--- src/rtl/regfile_mp_sb_if.sv ---
// Register file bus bundle: read ports, write ports, scoreboard set, bulk-clear control.
// The slave modport is the register file; the master modport is the pipeline driving it.
interface regfile_mp_sb_if #(
    parameter int XLEN   = 32,
    parameter int DEPTH  = 32,
    parameter int NUM_RD = 2,
    parameter int NUM_WR = 2
);
    localparam int AW = $clog2(DEPTH);

    // Handshake contract: there is no valid/ready pair on this bus.
    // - Reads are unconditional and combinational.
    // - A write, scoreboard set or clear request is taken at the rising edge where its
    //   enable is high.
    // - While clr_busy is high, writes, sets and clear requests are dropped, not held.
    logic [NUM_RD*AW-1:0]   rs_addr;
    logic [NUM_RD*XLEN-1:0] rs_data;
    logic [NUM_RD-1:0]      rs_busy;
    logic [NUM_WR-1:0]      wr_en;
    logic [NUM_WR*AW-1:0]   wr_addr;
    logic [NUM_WR*XLEN-1:0] wr_data;
    logic                   sb_set_en;
    logic [AW-1:0]          sb_set_addr;
    logic                   clr_req;
    logic                   clr_busy;
    logic                   dbg_state;

    modport master (
        output rs_addr, wr_en, wr_addr, wr_data, sb_set_en, sb_set_addr, clr_req,
        input  rs_data, rs_busy, clr_busy, dbg_state
    );

    modport slave (
        input  rs_addr, wr_en, wr_addr, wr_data, sb_set_en, sb_set_addr, clr_req,
        output rs_data, rs_busy, clr_busy, dbg_state
    );
endinterface

--- src/rtl/regfile_mp_sb.sv ---
// Multi-port register file with busy scoreboard and sequential bulk clear; x0 reads as zero.
// Optional macro REGFILE_BYPASS_EN forwards same-cycle write data onto the read ports.
module regfile_mp_sb #(
    parameter int XLEN   = 32,
    parameter int DEPTH  = 32,
    parameter int NUM_RD = 2,
    parameter int NUM_WR = 2
) (
    input  logic           i_clk,
    input  logic           i_reset,
    regfile_mp_sb_if.slave bus
);
    localparam int AW = $clog2(DEPTH);
    localparam logic [AW-1:0] LAST = AW'(DEPTH - 1);

    typedef enum logic {IDLE = 1'b0, CLEAR = 1'b1} state_t;

    state_t          state;
    state_t          state_nx;
    logic [AW-1:0]   cnt;
    logic [XLEN-1:0] mem [DEPTH];
    logic [DEPTH-1:0] busy;

    always_ff @(posedge i_clk or posedge i_reset) begin
        if (i_reset) state <= IDLE;
        else         state <= state_nx;
    end

    always_comb begin
        state_nx = state;
        case (state)
            IDLE:    if (bus.clr_req) state_nx = CLEAR;
            CLEAR:   if (cnt == LAST) state_nx = IDLE;
            default: state_nx = IDLE;
        endcase
    end

    // The clear flag comes straight from the state flop, so it is registered.
    assign bus.clr_busy  = (state == CLEAR);
    assign bus.dbg_state = state;

    always_ff @(posedge i_clk or posedge i_reset) begin
        if (i_reset) begin
            for (int i = 0; i < DEPTH; i++) mem[i] <= '0;
            busy <= '0;
            cnt  <= '0;
        end else if (state == IDLE) begin
            // Ascending port order lets the highest-index port win on a shared address.
            for (int p = 0; p < NUM_WR; p++) begin
                if (bus.wr_en[p] && bus.wr_addr[p*AW +: AW] != '0) begin
                    mem[bus.wr_addr[p*AW +: AW]]  <= bus.wr_data[p*XLEN +: XLEN];
                    busy[bus.wr_addr[p*AW +: AW]] <= 1'b0;
                end
            end
            if (bus.sb_set_en && bus.sb_set_addr != '0)
                busy[bus.sb_set_addr] <= 1'b1;
            if (bus.clr_req) begin
                busy <= '0;
                cnt  <= AW'(1);
            end
        end else begin
            mem[cnt] <= '0;
            if (cnt != LAST) cnt <= cnt + 1'b1;
        end
    end

    for (genvar k = 0; k < NUM_RD; k++) begin : g_rd
        logic [AW-1:0]   rd_addr;
        logic [XLEN-1:0] rd_data;
        logic            rd_busy;

        assign rd_addr = bus.rs_addr[k*AW +: AW];

        always_comb begin
            rd_data = (rd_addr == '0) ? '0 : mem[rd_addr];
            rd_busy = (rd_addr == '0) ? 1'b0 : busy[rd_addr];
`ifdef REGFILE_BYPASS_EN
            if (state == IDLE && rd_addr != '0) begin
                for (int p = 0; p < NUM_WR; p++) begin
                    if (bus.wr_en[p] && bus.wr_addr[p*AW +: AW] == rd_addr) begin
                        rd_data = bus.wr_data[p*XLEN +: XLEN];
                        rd_busy = bus.sb_set_en && (bus.sb_set_addr == rd_addr);
                    end
                end
            end
`endif
        end

        assign bus.rs_data[k*XLEN +: XLEN] = rd_data;
        assign bus.rs_busy[k]              = rd_busy;
    end
endmodule

--- src/flat_wrapper.sv ---
// flat-port wrapper written by rule: the top's interface ports become plain ports
module regfile_mp_sb_flat 
#(
    parameter int XLEN   = 32,
    parameter int DEPTH  = 32,
    parameter int NUM_RD = 2,
    parameter int NUM_WR = 2
)
  (i_clk, i_reset, bus_rs_addr, bus_wr_en, bus_wr_addr, bus_wr_data, bus_sb_set_en, bus_sb_set_addr, bus_clr_req, bus_rs_data, bus_rs_busy, bus_clr_busy, bus_dbg_state);
  regfile_mp_sb_if #(.XLEN(XLEN), .DEPTH(DEPTH), .NUM_RD(NUM_RD), .NUM_WR(NUM_WR)) bus_i ();
  input  logic i_clk;
  input  logic i_reset;
  input wire logic [$bits(bus_i.rs_addr)-1:0] bus_rs_addr;
  input wire logic [$bits(bus_i.wr_en)-1:0] bus_wr_en;
  input wire logic [$bits(bus_i.wr_addr)-1:0] bus_wr_addr;
  input wire logic [$bits(bus_i.wr_data)-1:0] bus_wr_data;
  input wire logic [$bits(bus_i.sb_set_en)-1:0] bus_sb_set_en;
  input wire logic [$bits(bus_i.sb_set_addr)-1:0] bus_sb_set_addr;
  input wire logic [$bits(bus_i.clr_req)-1:0] bus_clr_req;
  output wire logic [$bits(bus_i.rs_data)-1:0] bus_rs_data;
  output wire logic [$bits(bus_i.rs_busy)-1:0] bus_rs_busy;
  output wire logic [$bits(bus_i.clr_busy)-1:0] bus_clr_busy;
  output wire logic [$bits(bus_i.dbg_state)-1:0] bus_dbg_state;
  assign bus_i.rs_addr = bus_rs_addr;
  assign bus_i.wr_en = bus_wr_en;
  assign bus_i.wr_addr = bus_wr_addr;
  assign bus_i.wr_data = bus_wr_data;
  assign bus_i.sb_set_en = bus_sb_set_en;
  assign bus_i.sb_set_addr = bus_sb_set_addr;
  assign bus_i.clr_req = bus_clr_req;
  assign bus_rs_data = bus_i.rs_data;
  assign bus_rs_busy = bus_i.rs_busy;
  assign bus_clr_busy = bus_i.clr_busy;
  assign bus_dbg_state = bus_i.dbg_state;
  regfile_mp_sb #(.XLEN(XLEN), .DEPTH(DEPTH), .NUM_RD(NUM_RD), .NUM_WR(NUM_WR)) u_core (.i_clk(i_clk), .i_reset(i_reset), .bus(bus_i));
endmodule
--- config.mk ---
export PLATFORM = sky130hd
export DESIGN_NAME = regfile_mp_sb_flat
export DESIGN_NICKNAME = d
export VERILOG_FILES = /design/src/rtl/regfile_mp_sb_if.sv /design/src/rtl/regfile_mp_sb.sv /design/src/flat_wrapper.sv
export SDC_FILE = /design/constraint.sdc
export NUM_CORES = 2
export LEC_CHECK = 0
export ABC_AREA = 0
export ABC_CLOCK_PERIOD_IN_PS = 38100
export CORE_ASPECT_RATIO = 2
export CORE_MARGIN = 2
export CORE_UTILIZATION = 40
export DETAILED_ROUTE_END_ITERATION = 8
export PLACE_DENSITY = 0.58
export SLEW_MARGIN = 15
export SYNTH_ARGS = -nofsm -noshare
export SYNTH_HDL_FRONTEND = slang
export SYNTH_SLANG_ARGS = --single-unit
--- constraint.sdc ---
create_clock -name i_clk -period 38.1 [get_ports i_clk]
set_clock_uncertainty 0.05 [all_clocks]
set_input_delay 5.715 -clock i_clk [delete_from_list [all_inputs] [get_ports i_clk]]
set_output_delay 5.715 -clock i_clk [all_outputs]
set_load 0.03 [all_outputs]
==> results_dict.tcl <==
set metrics [dict create \
    outcome "finished, violations left" \
    violations "design-rule violations" \
    synth.avg_cell_area_um2 8.97 \
    wl_per_cell_um 41.9 \
    r2r_end "u_core.mem[235]" \
    ff_latch_area_mm2 0.0266 \
    cts_resized 0 \
    worstPathRequired_ns 32.33 \
    grt_start_max_net_pins 222 \
    tns_ns 0 \
    dieWidth_um 314 \
    hold_depth 1 \
    ir_worst_vdd_mv 0.0422 \
    core_mm2 0.191 \
    final-setup-viol-count 0 \
    tightest_slew_ns 1.34 \
    relSlewSlack_pct 10.9 \
    fin_hold_ws_ns 0.441 \
    totalWireLength_mm 445 \
    crit_type "in -> out" \
    gp_congestion 1.00 \
    async_reset_ff_share_pct 100 \
    die_area_mm2 0.196 \
    clock.fmax_mhz 60.9 \
    ys.flop_type "dfrtp_1" \
    synth_seq_cells 1062 \
    core.rowCount 227 \
    initial_utilization_pct 40.3 \
    synthesis.instances 8577 \
    antenna_found_initial 66 \
    route.vias.total 83200 \
    io_buffers 162 \
    path_clk_slew_ns 0.07 \
    ioPinCount 163 \
    final_core_util_pct 43.7 \
    total_power_w 0.00502 \
    drtIter0Drc 14500 \
    cp.arrival_ns 10.66 \
    clock-root-buffer "clkbuf_16" \
    ys_seq_area_share_pct 34.5 \
    critPathCaptureType "output port" \
    cap_viol_max_count 0 \
    min_period_over_period_pct 43.1 \
    placed_cells 10400 \
    worst-r2r-cell-count 6 \
    overflow 0 \
    insertion_delay_ns 0.76 \
    synth_cell_types 63 \
    hp-class "reg -> reg" \
    fin_crit_ns 16.42 \
    drtAntennaViolNets 0 \
    synth_fp_nets 8677 \
    fin_nets 8084 \
    cts_buffer_depth 3 \
    fill_cells 18100 \
    grt_setup_unrepaired "false" \
    start_kind "input pin" \
    hold_buffers 0 \
    drive_gt1_share_pct 14.1 \
    via_per_inst 7.84 \
    track_usage_pct 44.2 \
    die_h_um 624 \
    dr.pass1.iters 9 \
    rrSetupSlack_ns 32.68 \
    dp.final_hpwl_mm 271 \
    synth-edff-count 0 \
    holdPathEnd "u_core.mem[1009]" \
    cp_max_fo 80 \
    p_leak_nw 36.0 \
    power_density_mw_per_mm2 60.0 \
    finalMaxSlewViolations 0 \
    cts_setup_buffers 0 \
    cts_max_level 3 \
    cts_tree "built" \
    hold_violations 0 \
    grt_pass1_vias 80800 \
    multi_input_area_mm2 0.0462 \
    fin_cells 10600 \
    cts.sinks 1062 \
    reg2reg_from "u_core.bus.clr_busy" \
    yosys_warnings 0 \
    syn_to_final_growth_pct 8.67 \
    cts_made_buffers 106 \
    drcViolationCount 4 \
    syn_area_mm2 0.0769 \
    min_from "u_core.mem[1009]" \
    grt_first_pass_wirelength_mm 624 \
]
==> worst max-delay path by stage <==
stage                        start             endpoint  cells past startpoint
floorplan                  i_reset  u_core.bus.clr_busy                      1
global placement    bus_rs_addr[0]      bus_rs_data[21]                      9
detailed placement  bus_rs_addr[0]      bus_rs_data[21]                      9
CTS                 bus_rs_addr[0]      bus_rs_data[21]                      9
global route        bus_rs_addr[0]      bus_rs_data[21]                      9
finish              bus_rs_addr[0]      bus_rs_data[13]                      9
==> power by group <==
part           leakage, nW  total (W)  switching, W  internal, W
combinational         19.9    0.00183       0.00109     0.000746
sequential            14.2    0.00197      0.000489      0.00148
clock                 1.86    0.00121      0.000546     0.000666
total                 36.0    0.00502       0.00212      0.00289
==> layout make-up <==
class / instances / area share, %
multi-input cells: 6322 / 55.3
flip-flops and latches: 1062 / 31.8
repair buffers: 429 / 4.35
clock buffers: 156 / 3.80
well taps: 2519 / 3.77
clock inverters: 43 / 0.688
inverters: 63 / 0.298
diodes: 15 / 0.0449
==> kinds of logic after synthesis <==
family          synth area share, %
mux                            15.9
xor+xnor                     0.0114
buf+inv                        6.05
simple gates                   18.9
fa+ha+maj                    0.0813
flops                          34.5
compound gates                 24.5
==> sequential cells by signal (all words and copies together), names as in the netlist <==
name and count:
u_core.cnt 5, u_core.mem 1024, u_core.bus.clr_busy 1, u_core.busy 32
==> through the flow <==
step | cell area, um^2 | setup slack (ns)
3_5_place_dp | 79800 | 21.66
2_1_floorplan | 76900 | 2.44
4_1_cts | 83600 | 21.65
6_report | 83600 | 21.68
3_3_place_gp | 79800 | 21.70
5_1_grt | 83600 | 21.44
==> critical path, cell delays in order <==
cell and delay (ns):
buf_8 0.51, buf_12 0.51, buf_4 0.82, buf_4 0.67, mux4_2 0.59, a22oi_1 0.20
nand3_1 0.36, and3_1 0.48, clkdlybuf4s50_1 0.66
==> Yosys cell counts, types with 7 or more instances <==
library cell | count | area share (%)
a211oi_1 | 864 | 8.4
a21o_1 | 35 | 0.34
a21oi_1 | 137 | 0.89
a221o_1 | 25 | 0.33
a221oi_1 | 25 | 0.28
a22o_1 | 33 | 0.38
a22oi_1 | 103 | 1.0
a31oi_1 | 23 | 0.19
a32o_1 | 10 | 0.13
a32oi_1 | 7 | 0.080
and2_1 | 44 | 0.36
and3_1 | 902 | 7.3
buf_1 | 56 | 0.27
buf_2 | 118 | 0.77
clkbuf_1 | 948 | 4.6
dfrtp_1 | 1062 | 35
inv_1 | 61 | 0.30
mux2_2 | 46 | 0.67
mux2i_1 | 120 | 1.6
mux4_2 | 466 | 14
nand2_1 | 1097 | 5.4
nand2b_1 | 12 | 0.098
nand3_1 | 31 | 0.20
nand4_1 | 31 | 0.25
nor2_1 | 905 | 4.4
nor2b_1 | 14 | 0.11
nor3_1 | 14 | 0.091
nor4_1 | 16 | 0.13
o21a_1 | 33 | 0.32
o21ai_0 | 115 | 0.75
o22a_1 | 29 | 0.33
o22ai_1 | 59 | 0.48
o2bb2ai_1 | 98 | 1.1
o31ai_1 | 953 | 9.3
or3_1 | 12 | 0.098
==> routing by layer <==
metal	GRT usage [%]	share of wire, %	vias up
met5	0	0.065	-
met4	42.1	12	44
met3	14.0	13	3079
met2	67.0	44	8234
met1	48.7	31	40600
li1	-	-	31200
==> placed cells by master, fill, tap and decap left out, types with 29 or more instances in the layout <==
cell / Yosys / routed
dfrtp_1: 1062 / 1061
nand2_1: 1097 / 1053
o31ai_1: 953 / 953
and3_1: 902 / 902
nor2_1: 905 / 871
a211oi_1: 864 / 864
mux4_2: 466 / 466
buf_4: 6 / 259
a21oi_1: 137 / 137
clkdlybuf4s50_1: 0 / 127
mux2i_1: 120 / 120
o21ai_0: 115 / 112
clkbuf_16: 0 / 109
a22oi_1: 103 / 103
o2bb2ai_1: 98 / 98
inv_1: 61 / 59
o22ai_1: 59 / 59
mux2_2: 46 / 46
nand2_2: 0 / 44
and2_1: 44 / 41
a21o_1: 35 / 35
nor2_4: 0 / 34
a22o_1: 33 / 33
nand4_1: 31 / 31
nand3_1: 31 / 31
o22a_1: 29 / 29
(Power assumes the default switching activity.)
